### config.mk
export PLATFORM = sky130hd
export DESIGN_NAME = imem_loader
export DESIGN_NICKNAME = d
export VERILOG_FILES = /design/src/rtl/imem_loader_pkg.sv /design/src/rtl/imem_loader_byte_packer.sv /design/src/rtl/imem_loader.sv
export SDC_FILE = /design/constraint.sdc
export NUM_CORES = 1
export LEC_CHECK = 0
export CAP_MARGIN = 40
export CELL_PAD_IN_SITES_DETAIL_PLACEMENT = 1
export CELL_PAD_IN_SITES_GLOBAL_PLACEMENT = 1
export CORE_MARGIN = 1
export CORE_UTILIZATION = 52
export DETAILED_ROUTE_END_ITERATION = 10
export DONT_BUFFER_PORTS = 1
export PLACE_DENSITY = 0.81
export SLEW_MARGIN = 20
export SYNTH_ARGS = -nofsm -noshare
export SYNTH_HDL_FRONTEND = slang
export SYNTH_HIERARCHICAL = 1
export SYNTH_SLANG_ARGS = --single-unit
### constraint.sdc
create_clock -name clk -period 3.5 [get_ports clk]
set_input_delay 1.05 -clock clk [delete_from_list [all_inputs] [get_ports clk]]
set_output_delay 1.05 -clock clk [all_outputs]
set_load 0.02 [all_outputs]
### src/rtl/imem_loader_pkg.sv
// Shared types and constants for the instruction-memory boot loader.
// The trailer checksum feature is selected by IMEM_LOADER_CHKSUM_EN.
package imem_loader_pkg;

   localparam int WORD_W         = 32;
   localparam int BYTE_W         = 8;
   localparam int BYTES_PER_WORD = 4;

   typedef enum logic [2:0] {
      IDLE,
      HDR,
      LOAD,
      CHK,
      DONE,
      ERR
   } state_t;

   // A usable image carries between 1 and max_words payload words.
   function automatic logic hdr_ok(input logic [WORD_W-1:0] n,
                                   input logic [WORD_W-1:0] max_words);
      return (n != '0) && (n <= max_words);
   endfunction

endpackage

### src/rtl/imem_loader_byte_packer.sv
// Big-endian byte-to-word packer: shift register plus 2-bit byte counter.
// word/word_valid present the completed word in the cycle its last byte is taken.
module byte_packer
   import imem_loader_pkg::*;
(
   input  logic              clk,
   input  logic              reset,
   input  logic              clear,
   input  logic [BYTE_W-1:0] byte_in,
   input  logic              take,
   output logic [WORD_W-1:0] word,
   output logic              word_valid
);

   // Only the three most recent bytes need storage; the fourth is the live input.
   logic [WORD_W-BYTE_W-1:0] shift_q, shift_d;
   logic [1:0]               cnt_q, cnt_d;

   always_comb begin
      shift_d = shift_q;
      cnt_d   = cnt_q;
      if (clear) begin
         shift_d = '0;
         cnt_d   = '0;
      end else if (take) begin
         shift_d = {shift_q[WORD_W-2*BYTE_W-1:0], byte_in};
         cnt_d   = cnt_q + 2'd1;
      end
   end

   assign word       = {shift_q, byte_in};
   assign word_valid = take && !clear && (cnt_q == 2'(BYTES_PER_WORD - 1));

   always_ff @(posedge clk or posedge reset) begin
      if (reset) begin
         shift_q <= '0;
         cnt_q   <= '0;
      end else begin
         shift_q <= shift_d;
         cnt_q   <= cnt_d;
      end
   end

endmodule

### src/rtl/imem_loader.sv
// Boot loader: header word count, payload words to imem, CPU held until loaded.
// Defining IMEM_LOADER_CHKSUM_EN adds a trailing XOR checksum word (CHK state).
//
// state | meaning
// IDLE  | after reset, waiting for start
// HDR   | collecting the 4-byte payload word count
// LOAD  | collecting payload words, one imem write per word
// CHK   | collecting the 4-byte XOR trailer (checksum build only)
// DONE  | image loaded, core released
// ERR   | bad header or checksum, core held
module imem_loader
   import imem_loader_pkg::*;
#(
   parameter int ADDR_W    = 8,
   parameter int BASE_ADDR = 0,
   parameter int MAX_WORDS = 256
) (
   input  logic              clk,
   input  logic              reset,
   input  logic              start,
   input  logic [BYTE_W-1:0] s_byte,
   input  logic              s_valid,
   output logic              s_ready,
   output logic              imem_we,
   output logic [ADDR_W-1:0] imem_addr,
   output logic [WORD_W-1:0] imem_wdata,
   output logic              cpu_hold,
   output logic              busy,
   output logic              done,
   output logic              err
);

   localparam int                CNT_W = $clog2(MAX_WORDS + 1);
   localparam logic [ADDR_W-1:0] BASE  = ADDR_W'(BASE_ADDR);

   state_t              state_q, state_d;
   logic                s_ready_q, s_ready_d;
   logic                imem_we_q, imem_we_d;
   logic [ADDR_W-1:0]   imem_addr_q, imem_addr_d;
   logic [WORD_W-1:0]   imem_wdata_q, imem_wdata_d;
   logic                cpu_hold_q, cpu_hold_d;
   logic                busy_q, busy_d;
   logic                done_q, done_d;
   logic                err_q, err_d;
   logic [CNT_W-1:0]    n_q, n_d;
   logic [CNT_W-1:0]    idx_q, idx_d;
`ifdef IMEM_LOADER_CHKSUM_EN
   logic [WORD_W-1:0]   xor_q, xor_d;
`endif

   logic                take;
   logic                restart;
   logic [WORD_W-1:0]   pk_word;
   logic                pk_valid;

   assign take = s_valid && s_ready_q;

   byte_packer u_packer (
      .clk        (clk),
      .reset      (reset),
      .clear      (restart),
      .byte_in    (s_byte),
      .take       (take),
      .word       (pk_word),
      .word_valid (pk_valid)
   );

   always_comb begin
      state_d      = state_q;
      s_ready_d    = s_ready_q;
      imem_we_d    = 1'b0;
      imem_addr_d  = imem_addr_q;
      imem_wdata_d = imem_wdata_q;
      cpu_hold_d   = cpu_hold_q;
      busy_d       = busy_q;
      done_d       = done_q;
      err_d        = err_q;
      n_d          = n_q;
      idx_d        = idx_q;
      restart      = 1'b0;
`ifdef IMEM_LOADER_CHKSUM_EN
      xor_d        = xor_q;
`endif

      case (state_q)
         IDLE, DONE, ERR: begin
            if (start) begin
               restart    = 1'b1;
               state_d    = HDR;
               s_ready_d  = 1'b1;
               busy_d     = 1'b1;
               done_d     = 1'b0;
               err_d      = 1'b0;
               cpu_hold_d = 1'b1;
            end
         end

         HDR: begin
            if (pk_valid) begin
               if (hdr_ok(pk_word, WORD_W'(MAX_WORDS))) begin
                  state_d = LOAD;
                  n_d     = CNT_W'(pk_word);
                  idx_d   = '0;
`ifdef IMEM_LOADER_CHKSUM_EN
                  xor_d   = '0;
`endif
               end else begin
                  state_d    = ERR;
                  s_ready_d  = 1'b0;
                  busy_d     = 1'b0;
                  err_d      = 1'b1;
                  cpu_hold_d = 1'b1;
               end
            end
         end

         LOAD: begin
            if (pk_valid) begin
               imem_we_d    = 1'b1;
               imem_addr_d  = BASE + ADDR_W'(idx_q);
               imem_wdata_d = pk_word;
               idx_d        = idx_q + CNT_W'(1);
`ifdef IMEM_LOADER_CHKSUM_EN
               xor_d        = xor_q ^ pk_word;
`endif
            end else if (imem_we_q && (idx_q == n_q)) begin
               // Leave only once the final write pulse is on the port, so the
               // status flags trail that pulse by exactly one cycle.
`ifdef IMEM_LOADER_CHKSUM_EN
               state_d    = CHK;
`else
               state_d    = DONE;
               s_ready_d  = 1'b0;
               busy_d     = 1'b0;
               done_d     = 1'b1;
               cpu_hold_d = 1'b0;
`endif
            end
         end

`ifdef IMEM_LOADER_CHKSUM_EN
         CHK: begin
            if (pk_valid) begin
               s_ready_d = 1'b0;
               busy_d    = 1'b0;
               if (pk_word == xor_q) begin
                  state_d    = DONE;
                  done_d     = 1'b1;
                  cpu_hold_d = 1'b0;
               end else begin
                  state_d    = ERR;
                  err_d      = 1'b1;
                  cpu_hold_d = 1'b1;
               end
            end
         end
`endif

         default: begin
            state_d   = IDLE;
            s_ready_d = 1'b0;
            busy_d    = 1'b0;
         end
      endcase
   end

   always_ff @(posedge clk or posedge reset) begin
      if (reset) begin
         state_q      <= IDLE;
         s_ready_q    <= 1'b0;
         imem_we_q    <= 1'b0;
         imem_addr_q  <= BASE;
         imem_wdata_q <= '0;
         cpu_hold_q   <= 1'b1;
         busy_q       <= 1'b0;
         done_q       <= 1'b0;
         err_q        <= 1'b0;
         n_q          <= '0;
         idx_q        <= '0;
`ifdef IMEM_LOADER_CHKSUM_EN
         xor_q        <= '0;
`endif
      end else begin
         state_q      <= state_d;
         s_ready_q    <= s_ready_d;
         imem_we_q    <= imem_we_d;
         imem_addr_q  <= imem_addr_d;
         imem_wdata_q <= imem_wdata_d;
         cpu_hold_q   <= cpu_hold_d;
         busy_q       <= busy_d;
         done_q       <= done_d;
         err_q        <= err_d;
         n_q          <= n_d;
         idx_q        <= idx_d;
`ifdef IMEM_LOADER_CHKSUM_EN
         xor_q        <= xor_d;
`endif
      end
   end

   assign s_ready    = s_ready_q;
   assign imem_we    = imem_we_q;
   assign imem_addr  = imem_addr_q;
   assign imem_wdata = imem_wdata_q;
   assign cpu_hold   = cpu_hold_q;
   assign busy       = busy_q;
   assign done       = done_q;
   assign err        = err_q;

endmodule

==> results of run 1 <==
-- state kept, by name (all words and copies together) (netlist names) --
signal            flops
err                   1
busy                  1
imem_addr             8
done                  1
u_packer/cnt_q        2
n_q                   9
imem_wdata           32
cpu_hold              1
u_packer/shift_q     24
idx_q                 9
state_q               3
imem_we               1
-- path summary, 6_finish.rpt --
kind,from,slack (ps),endpoint
worst max-delay path,s_byte[0],780,n_q[3]
worst min-delay path,u_packer/shift_q[23],530,imem_wdata[31]
worst max register to register,state_q[2],1050,idx_q[4]
worst min register to register,u_packer/shift_q[23],530,imem_wdata[31]
max in group asynchronous,reset,2420,u_packer/shift_q[6]
min in group asynchronous,reset,600,u_packer/shift_q[15]
-- power groups by stage --
stage | clock network (mW) | logic [mW] | registers [mW]
after global placement | 0 | 0.594 | 1.48
after CTS | 0.636 | 0.629 | 1.47
final | 0.633 | 0.622 | 1.47
after global routing | 0.673 | 0.695 | 1.50
after detailed placement | 0 | 0.620 | 1.49
after floorplan | 0 | 0.564 | 1.39
-- metrics by stage --
stage	setup WS, ps	cells	hold slack, ps
finish	776	494	528
global route	712	494	567
CTS	843	494	542
detailed placement	497	478	508
global placement	518	477	491
floorplan	623	400	460
-- cell type report --
cell class	instances	area (sq um)	area share (%)
Tap cell	99	124	2.94
Clock buffer	14	153	3.63
Clock inverter	2	10.0	0.238
Multi-Input combinational cell	273	1520	36.2
Inverter	8	30.0	0.714
Sequential cell	92	2300	54.7
Timing Repair Buffer	6	65.1	1.55
-- worst min-delay path: stages (launching register included) --
cell and delay [ps]:
dfrtp_1 380, nand2_1 70, nand2_1 50
-- per-layer routing --
| layer | vias to the layer above | wire length [um] | GRT usage, % |
|---|---|---|---|
| li1 | 1260 | - | - |
| met4 | 0 | 150 | 8.74 |
| met2 | 59 | 4310 | 38.5 |
| met1 | 1384 | 4310 | 33.1 |
| met5 | - | 0 | 0 |
| met3 | 13 | 398 | 5.25 |
-- cell families (layout without fill, tap and decap cells) --
family / count (synthesis) / in the layout
flip-flops: 92 / 92
buffers and inverters: 35 / 30
adder cells (fa/ha/maj): 2 / 2
AO/OA/AOI/OAI: 17 / 17
multiplexers: 34 / 34
AND/OR/NAND/NOR: 203 / 203
XOR/XNOR: 17 / 17
-- placed cells by master (no fill, tap or decap), types with 2 or more instances in the layout --
cell type,count
a21oi_1,3
nor4_1,7
nand2b_1,2
inv_2,2
inv_1,6
mux2i_1,25
o21ai_0,5
nand2_1,132
nor3_1,8
nand4_1,5
clkbuf_8,10
mux2_2,5
buf_4,4
mux2_4,2
mux2_1,2
clkbuf_1,4
xnor2_1,14
ha_1,2
xor2_1,3
nand3_1,2
clkinv_2,2
dfrtp_1,91
nand3b_1,2
nor2_1,36
o21a_1,2
==> results.cfg, run 1 <==
[run]
cap_violations = 0

[power_and_ir_drop]
finalPower_mw = 2.73
powerDensity_mw_per_mm2 = 648
p_clk_share_pct = 23.2
power_frac_comb_pct = 22.8
p_switching_uw = 970
seqPwrFrac_pct = 54.0
p_leak_nw = 2.11
swShare_pct = 35.6
p_int_mw = 1.76
ir_drop_mv = 0.319

[logic_synthesis]
synthSimpleGateAreaFrac_pct = 21.6
synthArstFlopShare_pct = 100
synth.area.mux_share_pct = 8.87
netlist_area_sq_mm = 0.00405
synth-compound-area-share_pct = 2.81
yosys_warnings = 6
synth_edf_count = 0
synth_flop_cell = dfrtp_1
synthTopCellsByCount = nand2_1, dfrtp_1, nor2_1, mux2i_1, xnor2_1
yosys.area_share.xor_xnor_pct = 3.68
yosysMostFrequentCell = nand2_1
syn_inst = 400
synthAdderAreaFrac_pct = 0.618
ys_ff_latch = 92
synth.top_cell.area_share_pct = 56.3
synth_top_family_by_area = simple AND/OR/NAND/NOR gates
synth.largest_area_cell = dfrtp_1
yosysSeqAreaShare_pct = 56.9
mappedNetlistNets = 414
synth.avg_cell_area_sq_um = 10.1
ys_types = 45
synth_area_leaders = dfrtp_1, nand2_1, mux2i_1

[setup_path]
cp.arrival_ps = 2970
end_kind = flop
crit_chain = nor4_1 -> a21boi_1 -> nor4_4 -> and3_4 -> mux2_2
cp_max_fo = 12
worstPathRequired_ps = 3750
crit_path_start_kind = input port
crit_path_top_delay_cell = nor4_4
cp_num_cells = 5
cpLargestDelayFamily = simple AND/OR/NAND/NOR gates
timing.critical_path.buf_inv = 0
slowest_delay_ps = 500
r2r_cells = 10
path_class = input port to flop

[timing]
finalHoldViolCount = 0
setup_viol = 0
rsz0062_at_grt = false
post-route-period-util_pct = 77.8
period_needed_ps = 2720
tns_ps = 0
slew_viol_final = 0
finClkSkew_ps = 7.48
slew_headroom_pct = 66.1
fmax_mhz = 367
tightest_slew_ps = 509

[global_routing]
antenna_found_initial = 0
grt-ovfl-total = 0
grt_pass1_vias = 3053
grt_pass1_wl_mm = 15.5
grt_usage_pct = 24.3
grt_max_degree = 67

[floorplan]
io_pins = 58
die_h_um = 90.2
rows = 31
fp.dieArea_sq_mm = 0.00814
die_w_um = 90.2
initial_core_util_pct = 54.9
core_sq_mm = 0.00737

[hold_path]
min_delay_path_depth = 2
min_path_type = flop to flop

[clock_tree]
cts_buffer_depth = 2
cts_tree = yes
cts_buffers = 9
postCtsHoldBufs = 0
root_buffer = clkbuf_8
cts_setup_buffers = 0
cts.sinks = 92
cts_resized = 0
htree_levels = 3
path_clk_slew_ps = 80
clkLatencyLatePin_ps = 360

[finish]
area_growth_pct = 3.99
fin_area_sq_mm = 0.00421
fill_cells = 812
fin_nets = 404
finish.utilization_pct = 57.1
antenna-diode-count = 0
drive_above_1_share_pct = 8.61

[placed_design]
place_area_sq_mm = 0.00405
gp_congestion = 0.762
place_hpwl_mm = 6.24
portBuffers = 0

[route]
dr.pass1.iters = 4
via_per_inst = 5.50
drtAntennaViolNets = 0
num_vias = 2716
first_iter_violations = 124
remaining_drc_errors = 0
finalWirelength_mm = 9.17
routedWlPerCell_um = 18.6

[outcome]
status = finished clean
No activity file was read; power rests on OpenSTA's default activity.
==> run 2, diff against run 1 <==
--- a/config.mk
+++ b/config.mk
@@ -9,10 +9,10 @@
 export CELL_PAD_IN_SITES_DETAIL_PLACEMENT = 1
 export CELL_PAD_IN_SITES_GLOBAL_PLACEMENT = 1
 export CORE_MARGIN = 1
-export CORE_UTILIZATION = 52
+export CORE_UTILIZATION = 44
 export DETAILED_ROUTE_END_ITERATION = 10
 export DONT_BUFFER_PORTS = 1
-export PLACE_DENSITY = 0.81
+export PLACE_DENSITY = 0.73
 export SLEW_MARGIN = 20
 export SYNTH_ARGS = -nofsm -noshare
 export SYNTH_HDL_FRONTEND = slang
==> constraint.sdc (replaced) <==
create_clock -name clk -period 2.4 [get_ports clk]
set_input_delay 0.72 -clock clk [delete_from_list [all_inputs] [get_ports clk]]
set_output_delay 0.72 -clock clk [all_outputs]
set_load 0.02 [all_outputs]
==> results.cfg, run 2 (same netlist as run 1, synthesis figures left out) <==
[outcome]
status = complete, but fails checks
violations = design-rule violations

[route]
num_vias = 2679
via_per_inst = 5.28
dr.pass1.iters = 7
remaining_drc_errors = 4
routedWlPerCell_um = 18.1
first_iter_violations = 145
finalWirelength_mm = 9.19
drtAntennaViolNets = 0

[global_routing]
antenna_found_initial = 0
grt_pass1_wl_mm = 15.6
grt_pass1_vias = 2886
grt-ovfl-total = 0
grt_max_degree = 67
grt_usage_pct = 21.6

[finish]
area_growth_pct = 6.40
final_cells = 507
final_cell_mix = nand2_1, dfrtp_1, nor2_1
fin_nets = 409
antenna-diode-count = 0
fin_area_sq_mm = 0.00431
multi_input_area_sq_mm = 0.00153
finish.utilization_pct = 48.9
largest_register_ffs = 32
fill_cells = 970
drive_above_1_share_pct = 10.8
regArea_sq_mm = 0.00230
final_common_cell = nand2_1

[setup_path]
r2r_cells = 5
cp_max_fo = 5
slowest_delay_ps = 430
end_kind = flop
worstPathRequired_ps = 2660
r2r_end = n_q[2]
crit_path_start_kind = flop
cpLargestDelayFamily = simple AND/OR/NAND/NOR gates
cp_num_cells = 5
crit_path_top_delay_cell = dfrtp_1
cp.arrival_ps = 2380
ff2ff_setup_slack_ps = 280
timing.critical_path.buf_inv = 0
path_class = flop to flop
crit_chain = nor4_1 -> nand4_1 -> nor4_4 -> and3_4 -> mux2_2
worstSetupStartpoint = u_packer/shift_q[12]
r2r_start = u_packer/shift_q[12]
worstSetupEndpoint = n_q[2]

[power_and_ir_drop]
swShare_pct = 34.3
p_switching_mw = 1.45
powerDensity_mw_per_mm2 = 983
power_frac_comb_pct = 22.8
p_leak_nw = 2.15
seqPwrFrac_pct = 50.0
ir_drop_mv = 0.464
p_int_mw = 2.78
p_clk_share_pct = 27.2

[clock_tree]
cts_resized = 0
path_clk_slew_ps = 90
cts_tree = yes
root_buffer = clkbuf_8
cts.sinks = 92
postCtsHoldBufs = 0
cts_buffers = 9
htree_levels = 3
cts_setup_buffers = 0
cts_buffer_depth = 2
clkLatencyLatePin_ps = 360

[floorplan]
initial_core_util_pct = 46.0
die_w_um = 97.9
io_pins = 58
core_sq_mm = 0.00881
die_h_um = 97.9
fp.dieArea_sq_mm = 0.00958
rows = 34

[placed_design]
dp.cells = 492
portBuffers = 0
place_area_sq_mm = 0.00409
place_hpwl_mm = 6.35
gp_congestion = 0.806

[timing]
tightest_slew_ps = 497
period_needed_ps = 2120
finClkSkew_ps = 11.8
slew_headroom_pct = 66.6
finalHoldViolCount = 0
setup_viol = 0
hold_slack_ps = 280
rsz0062_at_grt = false
fmax_mhz = 473
post-route-period-util_pct = 88.1
tns_ps = 0
slew_viol_final = 0

[hold_path]
min_path_type = input port to asynchronous set/reset pin

[run]
cap_violations = 0
[run 2: power groups by stage]
| stage | sequential, mW | clock [mW] | combinational (mW) |
|---|---|---|---|
| 3_5_place_dp | 2.14 | 0 | 0.968 |
| 3_3_place_gp | 2.13 | 0 | 0.932 |
| 6_report | 2.11 | 1.15 | 0.964 |
| 4_1_cts | 2.12 | 1.18 | 0.976 |
| 2_1_floorplan | 2.02 | 0 | 0.829 |
| 5_1_grt | 2.15 | 1.24 | 1.08 |
[run 2: cell type report]
class,count,area share (%)
flip-flops and latches,92,53.5
multi-input cells,273,35.5
well taps,108,3.14
clock buffers,10,2.96
repair buffers,11,2.21
clock inverters,5,2.01
inverters,8,0.697
[run 2: how the worst min path moves through the flow]
stage                                end            startpoint
detailed placement        imem_wdata[28]  u_packer/shift_q[20]
global placement          imem_wdata[25]  u_packer/shift_q[17]
global route              imem_wdata[18]                 reset
floorplan                 imem_wdata[27]  u_packer/shift_q[19]
CTS                 u_packer/shift_q[18]                 reset
finish                    imem_wdata[16]                 reset
[run 2: stage by stage]
| stage | setup WS [ps] | power (mW) |
|---|---|---|
| after global placement | 108 | 3.06 |
| after detailed placement | 50.5 | 3.11 |
| after floorplan | 17.2 | 2.85 |
| final | 285 | 4.23 |
| after global routing | 142 | 4.47 |
| after CTS | 254 | 4.28 |
[run 2: worst register-to-register path: cells and delay by family, from the launching register on]
family,cells,cell delay [ps]
simple gates,4,1230
flops,1,430
mux,1,340
[run 2: per-layer routing]
layer	track usage, %	up-vias	wire length, um
met5	0	-	0
met4	7.34	0	112
met3	5.65	8	376
met2	34.7	50	4490
met1	28.6	1345	4210
li1	-	1276	-
==> run 3, diff against run 2 <==
--- a/config.mk
+++ b/config.mk
@@ -5,14 +5,14 @@
 export SDC_FILE = /design/constraint.sdc
 export NUM_CORES = 1
 export LEC_CHECK = 0
+export BUFFER_PORTS_ARGS = -buffer_cell sky130_fd_sc_hd__buf_2
 export CAP_MARGIN = 40
 export CELL_PAD_IN_SITES_DETAIL_PLACEMENT = 1
 export CELL_PAD_IN_SITES_GLOBAL_PLACEMENT = 1
 export CORE_MARGIN = 1
-export CORE_UTILIZATION = 44
+export CORE_UTILIZATION = 40
 export DETAILED_ROUTE_END_ITERATION = 10
-export DONT_BUFFER_PORTS = 1
-export PLACE_DENSITY = 0.73
+export PLACE_DENSITY = 0.74
 export SLEW_MARGIN = 20
 export SYNTH_ARGS = -nofsm -noshare
 export SYNTH_HDL_FRONTEND = slang
==> results.cfg, run 3 (same netlist as run 1, synthesis figures left out) <==
[outcome]
status = finished clean

[clock_tree]
cts_resized = 0
cts_buffer_depth = 2
cts_buffers = 9
cts_setup_buffers = 0
cts_tree = yes
htree_levels = 3
clkLatencyLatePin_ps = 370
postCtsHoldBufs = 0
root_buffer = clkbuf_8
path_clk_slew_ps = 90
cts.sinks = 92

[setup_path]
end_kind = flop
worstPathRequired_ps = 2640
path_class = flop to flop
crit_path_start_kind = flop
cp.arrival_ps = 2370
cp_max_fo = 6

[route]
dr.pass1.iters = 4
via_per_inst = 4.92
drtAntennaViolNets = 0
finalWirelength_mm = 9.48
num_vias = 2964
first_iter_violations = 158
routedWlPerCell_um = 15.7
remaining_drc_errors = 0

[global_routing]
antenna_found_initial = 0
grt-ovfl-total = 0
grt_usage_pct = 20.3
grt_pass1_wl_mm = 15.9
grt_pass1_vias = 3079
grt_max_degree = 30

[timing]
slew_viol_final = 0
finalHoldViolCount = 0
post-route-period-util_pct = 88.6
hold_slack_ps = 382
fin_ws_ps = 274
setup_viol = 0
period_needed_ps = 2130
tightest_slew_ps = 499
rsz0062_at_grt = false
finClkSkew_ps = 11.1
slew_headroom_pct = 66.7
tns_ps = 0
fmax_mhz = 470

[placed_design]
gp_congestion = 0.849
place_area_sq_mm = 0.00450
place_hpwl_mm = 6.86
post-place-ws_ps = 51.4
dp.cells = 586
portBuffers = 57

[power_and_ir_drop]
powerDensity_mw_per_mm2 = 907
p_leak_nw = 2.51
ir_drop_mv = 0.317

[finish]
fin_nets = 478
final_cell_mix = nand2_1, dfrtp_1, buf_2
final_cells = 602
antenna-diode-count = 0
fin_area_sq_mm = 0.00471
largest_register_ffs = 32
final_common_cell = nand2_1
area_growth_pct = 16.5
drive_above_1_share_pct = 24.1

[hold_path]
min_path_type = input port to asynchronous set/reset pin

[floorplan]
fp.dieArea_sq_mm = 0.0105
die_w_um = 103
rows = 36
core_sq_mm = 0.00977
io_pins = 58
initial_core_util_pct = 41.4
die_h_um = 103

[run]
cap_violations = 0
[run 3: cell count changes in the layout (fill, tap and decap cells not counted), sizes merged]
cell    delta
clkinv     +2
inv        -1
buf       +69
[run 3: routing by layer]
metal  vias to the layer above  GRT usage [%]  part of all wire (%)
li1                       1416              -                     -
met1                      1484           28.3                    48
met2                        53           31.4                    47
met3                        11           3.66                   3.2
met4                         0           8.13                   1.7
met5                         -              0                     0
[run 3: final cells by class]
type	instances	area, sq um
Tap cell	133	166
Clock inverter	6	88.8
Clock buffer	10	128
Multi-Input combinational cell	273	1530
Inverter	8	30.0
Sequential cell	92	2300
Timing Repair Buffer	80	470
Fill cell	1159	5060
[run 3: worst paths after layout]
check,slack (ps),startpoint,cells after the start,end
min in group clk,480,imem_addr[3],2,imem_addr[3]
max reg2reg,270,u_packer/shift_q[12],6,n_q[6]
min reg2reg,480,imem_addr[3],2,imem_addr[3]
min,380,reset,2,imem_wdata[29]
max in group asynchronous,1380,reset,3,cpu_hold
max,270,u_packer/shift_q[12],6,n_q[6]
[run 3: worst max-delay path, cell delays in order (launching register included)]
cell	delay, ps
dfrtp_1	450
nor4_1	330
nand4_1	270
nor4_4	290
buf_4	160
nand3_2	140
mux2_1	350
[run 3: where the power goes]
| part | internal, mW | switching (mW) | total (mW) |
|---|---|---|---|
| combinational | 0.462 | 0.611 | 1.07 |
| sequential | 1.78 | 0.289 | 2.07 |
| clock | 0.587 | 0.550 | 1.14 |
[run 3: per-stage QoR]
| stage | util, % | total power, mW |
|---|---|---|
| floorplan | - | 2.85 |
| global placement | 46.0 | 3.13 |
| detailed placement | 46.0 | 3.18 |
| CTS | 48.2 | 4.33 |
| global route | 48.2 | 4.53 |
| finish | 48.2 | 4.28 |
